$ cat config.mk
export PLATFORM = sky130hd
export DESIGN_NAME = door_lock_param
export DESIGN_NICKNAME = d
export VERILOG_FILES = /design/src/rtl/door_lock_param_pkg.sv /design/src/rtl/door_lock_param_timer.sv /design/src/rtl/door_lock_param.sv
export SDC_FILE = /design/constraint.sdc
export NUM_CORES = 1
export LEC_CHECK = 0
export CELL_PAD_IN_SITES_DETAIL_PLACEMENT = 0
export CELL_PAD_IN_SITES_GLOBAL_PLACEMENT = 2
export CORE_MARGIN = 2
export CORE_UTILIZATION = 34
export CTS_BUF_LIST = sky130_fd_sc_hd__clkbuf_4
export DETAILED_ROUTE_END_ITERATION = 10
export PLACE_DENSITY = 0.79
export SYNTH_ARGS = -nofsm -noshare
export SYNTH_HDL_FRONTEND = slang
export SYNTH_HIERARCHICAL = 1
export SYNTH_SLANG_ARGS = --single-unit
$ cat constraint.sdc
create_clock -name clk -period 2 [get_ports clk]
set_input_delay 0.3 -clock clk [delete_from_list [all_inputs] [get_ports clk]]
set_output_delay 0.3 -clock clk [all_outputs]
set_load 0.005 [all_outputs]
$ cat src/rtl/door_lock_param_pkg.sv
// Shared state encoding and width helpers for the parametrised keypad door lock.
// Optional reprogramming support is enabled with DOOR_LOCK_PROG_EN in door_lock_param.
package door_lock_pkg;

  typedef enum logic [2:0] {
    ENTRY    = 3'd0,
    UNLOCKED = 3'd1,
    ERROR    = 3'd2,
    LOCKOUT  = 3'd3,
    PROGRAM  = 3'd4
  } lock_state_e;

  // Counter widths never collapse to zero bits, even for a single-value range.
  function automatic int unsigned clog2_min1(input int unsigned n);
    return (n <= 1) ? 1 : $clog2(n);
  endfunction

  function automatic int unsigned max_u(input int unsigned a, input int unsigned b);
    return (a > b) ? a : b;
  endfunction

endpackage

$ cat src/rtl/door_lock_param_timer.sv
// Loadable saturating down-counter shared by the unlock window and the lockout period.
// zero_o flags the enabled cycle whose decrement lands on zero (count <= 1).
module lock_timer #(
  parameter int unsigned W = 10
) (
  input  logic         clk_i,
  input  logic         rst_i,
  input  logic         load_i,
  input  logic [W-1:0] load_val_i,
  input  logic         en_i,
  output logic         zero_o
);

  logic [W-1:0] count_q;

  always_ff @(posedge clk_i or posedge rst_i) begin
    if (rst_i) begin
      count_q <= '0;
    end else if (load_i) begin
      count_q <= load_val_i;
    end else if (en_i && (count_q != '0)) begin
      count_q <= count_q - W'(1);
    end
  end

  // Looking one step ahead makes a load of N give exactly N cycles in the state.
  assign zero_o = (count_q <= W'(1));

endmodule

$ cat src/rtl/door_lock_param.sv
// Keypad door lock: on-the-fly code compare, timed unlock window, fail counting and lockout.
// Define DOOR_LOCK_PROG_EN to allow reprogramming the code from the UNLOCKED state.
module door_lock_param
  import door_lock_pkg::*;
#(
  parameter int unsigned NUM_DIGITS     = 4,
  parameter int unsigned DIGIT_W        = 4,
  parameter logic [NUM_DIGITS*DIGIT_W-1:0] DEFAULT_CODE = 16'h4132,
  parameter int unsigned MAX_FAILS      = 3,
  parameter int unsigned UNLOCK_CYCLES  = 500,
  parameter int unsigned LOCKOUT_CYCLES = 1000
) (
  input  logic                             clk,
  input  logic                             reset,
  input  logic                             enter,
  input  logic [DIGIT_W-1:0]               digit,
  input  logic                             clear,
  input  logic                             prog,
  output logic                             unlock,
  output logic                             error,
  output logic                             locked_out,
  output logic [$clog2(MAX_FAILS+1)-1:0]   fail_count
);

  localparam int unsigned CODE_W = NUM_DIGITS * DIGIT_W;
  localparam int unsigned IDX_W  = clog2_min1(NUM_DIGITS);
  localparam int unsigned FC_W   = $clog2(MAX_FAILS + 1);
  localparam int unsigned TMR_W  = clog2_min1(max_u(UNLOCK_CYCLES, LOCKOUT_CYCLES) + 1);
  localparam int unsigned LAST_I = NUM_DIGITS - 1;

  localparam logic [IDX_W-1:0] LAST_IDX     = IDX_W'(LAST_I);
  localparam logic [FC_W-1:0]  FAIL_MAX     = FC_W'(MAX_FAILS);
  localparam logic [TMR_W-1:0] UNLOCK_LOAD  = TMR_W'(UNLOCK_CYCLES);
  localparam logic [TMR_W-1:0] LOCKOUT_LOAD = TMR_W'(LOCKOUT_CYCLES);

  lock_state_e      state_q, state_d;
  logic [IDX_W-1:0] idx_q, idx_d;
  logic             mis_q, mis_d;
  logic [FC_W-1:0]  fail_q, fail_d;
  logic             enter_q;
  logic             unlock_q, error_q, locked_q;

  logic             accept;
  logic             digit_bad;
  logic [DIGIT_W-1:0] exp_digit;
  logic [31:0]      sh_amt;
  logic [FC_W-1:0]  fail_inc;
  logic [CODE_W-1:0] code_w;

  logic             tmr_load, tmr_en, tmr_zero;
  logic [TMR_W-1:0] tmr_val;

`ifdef DOOR_LOCK_PROG_EN
  logic [CODE_W-1:0] code_q, code_d, shadow_q, shadow_d;
  assign code_w = code_q;
`else
  logic unused_prog;
  assign unused_prog = prog;
  assign code_w      = DEFAULT_CODE;
`endif

  // enter_q resets high so a strobe held through reset release is not taken as a digit.
  assign accept    = enter && !enter_q;
  assign sh_amt    = DIGIT_W * (LAST_I - 32'(idx_q));
  assign exp_digit = DIGIT_W'(code_w >> sh_amt);
  assign digit_bad = (digit != exp_digit);
  assign fail_inc  = (fail_q == FAIL_MAX) ? fail_q : fail_q + FC_W'(1);

  lock_timer #(.W(TMR_W)) u_timer (
    .clk_i      (clk),
    .rst_i      (reset),
    .load_i     (tmr_load),
    .load_val_i (tmr_val),
    .en_i       (tmr_en),
    .zero_o     (tmr_zero)
  );

  always_comb begin
    state_d  = state_q;
    idx_d    = idx_q;
    mis_d    = mis_q;
    fail_d   = fail_q;
    tmr_load = 1'b0;
    tmr_val  = UNLOCK_LOAD;
    tmr_en   = 1'b0;
`ifdef DOOR_LOCK_PROG_EN
    code_d   = code_q;
    shadow_d = shadow_q;
`endif
    case (state_q)
      // An accept in ERROR is digit 0 of a fresh attempt, so both states share this path.
      ENTRY, ERROR: begin
        if (clear) begin
          state_d = ENTRY;
          idx_d   = '0;
          mis_d   = 1'b0;
        end else if (accept) begin
          state_d = ENTRY;
          if (idx_q == LAST_IDX) begin
            idx_d = '0;
            mis_d = 1'b0;
            if (!(mis_q || digit_bad)) begin
              state_d  = UNLOCKED;
              tmr_load = 1'b1;
              tmr_val  = UNLOCK_LOAD;
              fail_d   = '0;
            end else begin
              fail_d = fail_inc;
              if (fail_inc == FAIL_MAX) begin
                state_d  = LOCKOUT;
                tmr_load = 1'b1;
                tmr_val  = LOCKOUT_LOAD;
              end else begin
                state_d = ERROR;
              end
            end
          end else begin
            idx_d = idx_q + IDX_W'(1);
            mis_d = mis_q | digit_bad;
          end
        end
      end
      UNLOCKED: begin
        tmr_en = 1'b1;
        if (clear || tmr_zero) begin
          state_d = ENTRY;
`ifdef DOOR_LOCK_PROG_EN
        end else if (prog) begin
          state_d = PROGRAM;
          idx_d   = '0;
`endif
        end
      end
      LOCKOUT: begin
        tmr_en = 1'b1;
        if (tmr_zero) begin
          state_d = ENTRY;
          fail_d  = '0;
        end
      end
`ifdef DOOR_LOCK_PROG_EN
      PROGRAM: begin
        if (clear) begin
          state_d = ENTRY;
          idx_d   = '0;
        end else if (accept) begin
          shadow_d = (shadow_q << DIGIT_W) | CODE_W'(digit);
          if (idx_q == LAST_IDX) begin
            code_d  = shadow_d;
            state_d = ENTRY;
            idx_d   = '0;
          end else begin
            idx_d = idx_q + IDX_W'(1);
          end
        end
      end
`endif
      default: begin
        state_d = ENTRY;
        idx_d   = '0;
        mis_d   = 1'b0;
      end
    endcase
  end

  always_ff @(posedge clk or posedge reset) begin
    if (reset) begin
      state_q  <= ENTRY;
      idx_q    <= '0;
      mis_q    <= 1'b0;
      fail_q   <= '0;
      enter_q  <= 1'b1;
      unlock_q <= 1'b0;
      error_q  <= 1'b0;
      locked_q <= 1'b0;
    end else begin
      state_q  <= state_d;
      idx_q    <= idx_d;
      mis_q    <= mis_d;
      fail_q   <= fail_d;
      enter_q  <= enter;
      unlock_q <= (state_d == UNLOCKED) || (state_d == PROGRAM);
      error_q  <= (state_d == ERROR) || (state_d == LOCKOUT);
      locked_q <= (state_d == LOCKOUT);
    end
  end

`ifdef DOOR_LOCK_PROG_EN
  always_ff @(posedge clk or posedge reset) begin
    if (reset) begin
      code_q   <= DEFAULT_CODE;
      shadow_q <= '0;
    end else begin
      code_q   <= code_d;
      shadow_q <= shadow_d;
    end
  end
`endif

  assign unlock     = unlock_q;
  assign error      = error_q;
  assign locked_out = locked_q;
  assign fail_count = fail_q;

endmodule
After elaboration in Yosys (flattened, before gate mapping)
Cells that the tools add are included.
- add/subtract/negate cells: 4
- divide/modulo/power cells: 0
- reduce and logical (&&, ||, !) cells: 15
- muxes and demuxes: 38
- $mul: 0
- bitwise logic cells: 2
- equal/unequal tests: 16
- $lt $le $gt $ge: 1
- shifts and indexed selects: 1
- operator list (kind ; count):
    $mux W10 ; 8
    $shr A15 B32 Y4 const A ; 1
    $mux W2 ; 11
    $eq A3 B2 Y1 const B ; 4
    $mux W3 ; 4
    $mux W1 ; 11
    $le A10 B1 Y1 const B ; 1
    $reduce_bool A10 Y1 ; 1
    $sub A10 B1 Y10 const B ; 1
    $pmux W3 S3 ; 1
    $ne A2 B2 Y1 const B ; 4
    $pmux W2 S2 ; 2
    $eq A2 B2 Y1 const B ; 3
    $eq A3 B1 Y1 const B ; 2
    $reduce_and A5 Y1 ; 1
    $add A2 B1 Y2 const B ; 2
    $logic_or A1 B1 Y1 ; 4
    $ne A4 B4 Y1 ; 1
    $reduce_bool A2 Y1 ; 2
    $reduce_or A2 Y1 ; 2
    $eq A3 B3 Y1 const B ; 1
    $logic_not A3 Y1 ; 1
    $ne A3 B3 Y1 const B ; 1
    $sub A2 B2 Y3 const A ; 1
    other kinds (6) ; 7
- bits in writable memories: 0
- logic and storage cells: 86
- output and inout bits: 5
- memories: 0
- bits in read-only memories: 0
- bits of input ports: 9
- bits in latches: 0
- register bits: 22

Depth between registers and ports, before layout
- depth after elaboration: 11
- depth in mapped cells: 11
- mapped depth without buffers: 8

By module
Netlist, hierarchy kept.
- modules (own cells, without submodules) (module ; cells an instance ; times used ; seq. area each (sq um) ; area an instance (sq um)):
    door_lock_param ; 64 ; 1 ; 301.5 ; 681.9
    lock_timer ; 68 ; 1 ; 250.2 ; 661.9

Least setup slack after synthesis
No wires, ideal clock.
- path type: flip-flop to flip-flop
- from: register idx_q[1]
- to: register u_timer.count_q[0]
- setup time: 135 ps
- slack: -177 ps
- cell stages (with the launch flop): 11
- clock period less this slack: 2177 ps
- required time: 1865 ps
- arrival time: 2042 ps
- path buffers: 3
- path through: dfrtp_1 -> inv_1 -> ha_1 -> xnor2_1 -> and4_1 -> buf_6 -> o21ai_2 -> inv_1 -> buf_1 -> clkbuf_1 -> o21ai_0
- cells in the longest elaborated chain, start to end: 10
- elaborated cells on any way between the ends: 17
- classes of those cells: add/sub: 1; eq/ne: 2; shift: 1; mux: 11; reduce/logical: 2
- RTL lines (element ; line ; text):
    start, declared ; door_lock_param.sv:37 ; logic [IDX_W-1:0] idx_q, idx_d;
    start signal, assigned ; door_lock_param.sv:178 ; idx_q <= idx_d;
    $sub A2 B2 Y3 ; door_lock_param.sv:64 ; assign sh_amt = DIGIT_W * (LAST_I - 32'(idx_q));
    $shr A15 B32 Y4 ; door_lock_param.sv:65 ; assign exp_digit = DIGIT_W'(code_w >> sh_amt);
    $ne A4 B4 Y1 ; door_lock_param.sv:66 ; assign digit_bad = (digit != exp_digit);
    $logic_or A1 B1 Y1 ; door_lock_param.sv:102 ; if (!(mis_q || digit_bad)) begin
    $mux W1 ; door_lock_param.sv:102 ;
    $mux W1 * ; door_lock_param.sv:99 ; if (idx_q == LAST_IDX) begin
    $mux W1 * ; door_lock_param.sv:97 ; end else if (accept) begin
    $mux W1 * ; door_lock_param.sv:93 ; if (clear) begin
    $mux W1 * ; door_lock_param.sv:90 ; case (state_q)
    via tmr_load ; door_lock_param.sv:50 ; logic tmr_load, tmr_en, tmr_zero;
    $mux W10 or $reduce_bool A2 Y1 (tied branches) ; -- ;
    end signal, assigned ; door_lock_param_timer.sv:20 ; count_q <= load_val_i;
    end signal, assigned ; door_lock_param_timer.sv:22 ; count_q <= count_q - W'(1);
    end, declared ; door_lock_param_timer.sv:14 ; logic [W-1:0] count_q;
Mark *: on every way through the listed nets, which the timed path passes. The rest lies on a longest branch.
A chain may end at the register's enable or synchronous reset.

Worst setup path in the final report
- from: register state_q[2]
- to: register u_timer.count_q[5]
- cells in the longest elaborated chain, start to end: 5
- elaborated cells on any way between the ends: 12
- classes of those cells: eq/ne: 3; mux: 4; reduce/logical: 5
- RTL lines (element ; line ; text):
    start, declared ; door_lock_param.sv:36 ; lock_state_e state_q, state_d;
    start signal, assigned ; door_lock_param.sv:177 ; state_q <= state_d;
    $eq A3 B2 Y1 or $eq A3 B1 Y1 (tied branches) ; door_lock_param.sv:90 ;
    $reduce_or A2 Y1 (no line) * ; -- ;
    $mux W1 * ; door_lock_param.sv:90 ;
    via tmr_en ; door_lock_param.sv:50 ;
    $logic_and A1 B1 Y1 * ; door_lock_param_timer.sv:21 ; end else if (en_i && (count_q != '0)) begin
    $reduce_bool A2 Y1 (no line) * ; -- ;
Marked as above.

==> flow_summary.json <==
{
  "crit_path_start": "state_q[2]$_DFF_PP0_",
  "finalHoldViolCount": 0,
  "drv_cap": 0,
  "ir_drop_mv": 0.2062,
  "ant_nets": 0,
  "fp.dieH_um": 66.87,
  "p_seq_share_pct": 52.1,
  "min_period_over_period_pct": 94.86,
  "io_pins": 14,
  "endpoint_kind": "register",
  "ctsHtreeMaxLevel": 1,
  "gr-usage-all-layers_pct": 15.13,
  "critPathMaxFanout": 3,
  "numPortBuffers": 12,
  "ys_types": 51,
  "chipWidth_um": 66.87,
  "p_sw_uw": 181.9,
  "clk-insertion-delay-late_ps": 310,
  "vias": 1054,
  "final_nets": 181,
  "p_per_area_nw_per_um2": 497.0,
  "dieArea_um2": 4471,
  "wirelength_um": 2860,
  "cts_tree": "yes",
  "slew_violations": 0,
  "syn_area_per_cell_um2": 10.18,
  "clock-sinks": 22,
  "cp-start-kind": "register",
  "place_congestion": 0.7715,
  "clk_pin_slew_worst_paths_ps": 140,
  "postCtsSetupBuffers": 0,
  "drtIter0Drc": 20,
  "final-seq-area_um2": 551.8,
  "finalSetupViolations": 0,
  "numCtsBuffers": 3,
  "rsz0062_at_grt": "no",
  "p_int_uw": 688.2,
  "cts_buffer_depth": 2,
  "start_util_pct": 35.90,
  "rows": 22,
  "fmax_ghz": 0.5271,
  "leakage_nw": 0.6944,
  "synth_area_leader_cell": "dfrtp_1",
  "crit_path_max_incr_delay_ps": 460,
  "grt_pass1_vias": 1134,
  "num-fill-cells": 395,
  "cts_hold_buf": 0,
  "critPathRequiredTime_ps": 2210,
  "syn_area_um2": 1344,
  "vias_per_cell": 4.902,
  "fin_skew_ps": 11.28,
  "cp_cell_sequence": "and2b_4, or4b_4, a211oi_2, nand2b_1, a221o_1",
  "critPathKind": "register to register",
  "cts_root_buf": "clkbuf_4",
  "grt_pass1_wl_um": 5050,
  "finalPower_uw": 870.0,
  "drc": 0,
  "switching_share_pct": 20.91,
  "grt_overflow": 0,
  "drive_above_1_share_pct": 25.75,
  "n_antenna_cell": 0,
  "reg2reg_depth": 5,
  "hold_ws_ps": 281.1,
  "routedWlPerCell_um": 13.30,
  "comb_power_share_pct": 7.9,
  "antenna_found_initial": 0,
  "netlist.area_leader.share_pct": 39.11,
  "synth_seq_area_share_pct": 41.06,
  "multi_input_area_um2": 792.0,
  "syn_to_final_growth_pct": 30.26,
  "dpl.hpwl_um": 2161,
  "timing.rr.start": "state_q[2]$_DFF_PP0_",
  "status": "completed",
  "syn_inst": 132,
  "hp-class": "input port to async pin",
  "ys_warn_count": 6,
  "min_period_ps": 1897,
  "core-area_um2": 3744,
  "p_clk_share_pct": 40.0,
  "grt_max_degree": 14,
  "critPathSlowestCell": "or4b_4",
  "ys_ff_latch": 22,
  "critPathArrivalTime_ps": 2100,
  "firstDrtPassIters": 4,
  "yosys-top-cells-area": "dfrtp_1 (39%), xnor2_1 (3.9%), ha_1 (3.7%)"
}
==> cell type report <==
| type | instances | share of cell area, % |
|---|---|---|
| clock buffers | 3 | 1.287 |
| inverters | 11 | 2.645 |
| clock inverters | 1 | 1.716 |
| well taps | 48 | 3.431 |
| repair buffers | 29 | 14.15 |
| multi-input cells | 101 | 45.25 |
| flip-flops and latches | 22 | 31.52 |
==> per-layer routing <==
metal / up-vias / track usage, % / share of wire [%]
li1: 531 / - / -
met1: 504 / 19.75 / 51
met2: 14 / 24.88 / 45
met3: 5 / 2.872 / 2.9
met4: 0 / 5.357 / 1.4
met5: - / 0 / 0
==> cell usage after synthesis (all sizes together) <==
| cell type | number |
|---|---|
| nor2 | 5 |
| and3 | 1 |
| o22ai | 1 |
| nand2 | 12 |
| o21bai | 1 |
| mux2 | 1 |
| dfstp | 1 |
| nor3 | 4 |
| nor4 | 3 |
| nor2b | 5 |
| o21ai | 8 |
| o31a | 1 |
| a211oi | 1 |
| o32ai | 2 |
| clkbuf | 1 |
| conb | 2 |
| a21boi | 1 |
| nand3b | 1 |
| xnor2 | 6 |
| and4 | 1 |
| a221o | 4 |
| nand3 | 2 |
| and2 | 2 |
| o2111a | 1 |
| dfrtp | 21 |
| nand4b | 1 |
| a21oi | 6 |
| nand4bb | 1 |
| a31oi | 1 |
| buf | 2 |
| ha | 4 |
| a2111oi | 1 |
| nor3b | 3 |
| a311oi | 1 |
| mux2i | 4 |
| and2b | 3 |
| inv | 11 |
| a211o | 1 |
| or4b | 1 |
| nand2b | 3 |
| nor4b | 1 |
==> final timing paths <==
path | endpoint | slack, ps
max | u_timer/count_q[5]$_DFFE_PP0P_ | 100
max in group asynchronous | enter_q$_DFF_PP1_ | 1340
min | u_timer/count_q[3]$_DFFE_PP0P_ | 280
min reg2reg | mis_q$_DFFE_PP0P_ | 570
min in group clk | enter_q$_DFF_PP1_ | 420
max reg2reg | u_timer/count_q[5]$_DFFE_PP0P_ | 100
==> layout by cell type (no fill, tap or decap), types with 2 or more instances in the layout <==
master and n:
dfrtp_1 21, buf_4 17, nand2_1 12, clkdlybuf4s50_1 12, inv_1 10, o21ai_0 7
conb_1 7, xnor2_1 6, a21oi_1 6, nor2_1 4, mux2i_1 4, a221o_1 4
nor2b_1 4, nor3b_1 3, nand2b_1 3, nor3_1 3, ha_1 3, clkbuf_4 3
nand3_1 2, nor4_2 2
==> power groups by stage <==
| stage | clock (mW) | sequential, mW | combinational, mW |
|---|---|---|---|
| after CTS | 0.364 | 0.453 | 0.0677 |
| after global routing | 0.386 | 0.454 | 0.0766 |
| after floorplan | 0 | 0.462 | 0.0334 |
| after detailed placement | 0 | 0.462 | 0.0669 |
| final | 0.348 | 0.453 | 0.0686 |
| after global placement | 0 | 0.461 | 0.0646 |
==> cell families (layout without fill, tap and decap cells) <==
group                      Yosys count  after routing  share of synthesized area [%]
and+or+nand+nor                     49             49                          24.39
AOI/OAI and AO/OA                   30             30                          18.06
DFF                                 22             22                          41.06
buffers and inverters               14             44                          4.469
xor gates and xnor gates             6              6                          3.911
muxes                                5              5                          3.818
adders and majority gates            4              4                          3.725
other                                2              7                         0.5589
==> registers in the layout, indices dropped and copies added (netlist names) <==
register,count
idx_q,2
error,1
fail_count,2
mis_q,1
state_q,3
unlock,1
u_timer/count_q,10
locked_out,1
enter_q,1
==> repair_timing <==
item	in CTS	in global routing
endpoints found under the setup margin	5	4
gates resized for setup	2	6
pin swaps	0	1
==> through the flow <==
stage	TNS [ps]	util [%]	instance area, um2	cells	setup slack (ps)
floorplan	0	-	1375	137	13.86
global placement	-79.98	44.32	1659	211	-28.98
detailed placement	-290.8	44.32	1659	211	-90.47
CTS	0	45.82	1715	215	16.07
global route	0	46.76	1750	215	2.392
finish	0	46.76	1750	215	102.8
==> worst max-delay path: cells and delay by family, from the launching register on <==
| family | cells | cell delay (ps) |
|---|---|---|
| simple gates | 3 | 800 |
| compound gates | 2 | 580 |
| flops | 1 | 410 |
Power figures use the tool's default switching activity.
==> RTL edit: new RTL, same settings <==
Build with the macro `DOOR_LOCK_PROG_EN` defined.
--- a/src/rtl/door_lock_param.sv
+++ b/src/rtl/door_lock_param.sv
@@ -1,5 +1,7 @@
 // Keypad door lock: on-the-fly code compare, timed unlock window, fail counting and lockout.
 // Define DOOR_LOCK_PROG_EN to allow reprogramming the code from the UNLOCKED state.
+`define DOOR_LOCK_PROG_EN
+
 module door_lock_param
   import door_lock_pkg::*;
 #(
Check against the original RTL: same outputs for any inputs over 10 cycles, from zero or initial values and one cycle with reset high; that may be too few to reach the edited logic, so the function may still have changed.
==> RTL edit against the unedited design <==
The flow now finishes with violations (setup timing). Final area up 93%. Setup slack worse by 0.46 ns. Critical path depth up 2. Global-route usage down 1.7 points. Synthesized area up 97%. Sequential power up 130%. Final cell count up 75%. Routed wire length up 85%. Via count up 72%. Sequential cell count up 28. Core utilization down 2.5 points. Power up 90%. Critical path type unchanged. Largest cell class unchanged.
==> RTL edit: results (changes against the unedited design) <==
post-synthesis sequential area ratio 0.475 (was 0.411); cells after synthesis 216 (was 132); Switch Pwr 418 uW (was 182 uW); status complete, but fails checks (was completed); post-CTS sizing 5 (was 2); synth cell count leaders dfrtp_1, mux2_2, nand2_1, o21ai_0, mux2_4 (was dfrtp_1, nand2_1, inv_1, o21ai_0); clk_skew 0.00979 ns (was 0.0113 ns); Hold Fails Final Rpt 0 (unchanged); IR drop worst, VDD 0.227 mV (was 0.206 mV); PortBufs 13 (was 12); GR Util met3 0.0293 (was 0.0287); asr flop ratio synth 1.00 (unchanged); CTS buffer count 5 (was 3); largest delay contributor family on the critical path compound AO/OA/AOI/OAI gates (was simple AND/OR/NAND/NOR gates); Max FO, Critical Path 6 (was 3); synth top area cells dfrtp_1, mux2_2, dfstp_2 (was dfrtp_1, xnor2_1, ha_1); first-pass GRT wire length 9070 um (was 5050 um); antenna violations before repair 0 (unchanged); slowest CP cell mux4_2 (was or4b_4); met1 wire length 2590 um (was 1450 um); DR WL met2 2530 um (was 1290 um); GR Util met2 0.219 (was 0.249); Post-CTS Setup Bufs 4 (was 0); FILL cells 721 (was 395); fin nets 285 (was 181); worst setup margin -0.354 ns (was 0.103 ns); H-tree depth 2 (was 1); pre-CTS worst setup slack -0.427 ns (was -0.0905 ns); Reg clk slew, reported paths 0.15 ns; share of cells above drive strength 1 0.438 (was 0.257); grt met1 use 0.180 (was 0.197); worst skew pair latency 0.37 ns (was 0.31 ns); Finished Layout Cells 376 (was 215); reg2reg path depth 7 (was 5); LEAKAGE 0.00152 uW (was 0.000694 uW); Largest regs code_q (16), shadow_q (12), u_timer/count_q (10) (was u_timer/count_q (10), state_q (3)); GRT Total Usage 0.135 (was 0.151); Final setup viols 18 (was 0); failing checks setup timing; Initial DRC Count 40 (was 20); n_diodes 0 (unchanged); Placed Area 0.00318 mm2 (was 0.00166 mm2); Top Metal Used met4 (unchanged); met3 routed WL 103 um (was 84 um); number of global-route vias before repair 1840 (was 1134); Post-Route WL 5300 um (was 2860 um); Post-DP HPWL 3780 um (was 2160 um); Crit path largest cell delay 0.55 ns (was 0.46 ns); Synth cell types 62 (was 51); Sequential Area 0.00126 mm2 (was 552 um2); placed instance count 364 (was 211); worst path arrival time 2.62 ns (was 2.10 ns); Sum Neg Setup Slack -2.96 ns (was 0 ns); largest net degree at the start of global routing 41 (was 14); routed vias/inst 4.81 (was 4.90); hold_ws 0.233 ns (was 0.281 ns); reg2reg start idx_q[0] (was state_q[2]); GPL Wtd Cong 0.760 (was 0.772)
==> RTL edit: power groups by stage <==
stage	sequential, uW	clock (uW)	combinational (uW)
floorplan	1050	0	73.9
global placement	1060	0	135
detailed placement	1060	0	137
CTS	1040	504	141
global route	1040	542	160
finish	1040	472	143
==> RTL edit: area by class of cell <==
type,instances,share of cell area
multi-input cells,151,0.407
flip-flops and latches,50,0.372
repair buffers,57,0.157
well taps,102,0.0377
clock buffers,5,0.0111
inverters,8,0.00887
clock inverters,3,0.00628
==> RTL edit: kinds of logic after synthesis <==
family,count (synthesis),synth area share
AND/OR/NAND/NOR,56,0.142
AO/OA/AOI/OAI,42,0.117
adder cells (fa/ha/maj),3,0.0142
buffers and inverters,19,0.0448
XOR/XNOR,6,0.0198
flip-flops,50,0.475
multiplexers,38,0.185
other,2,0.00283
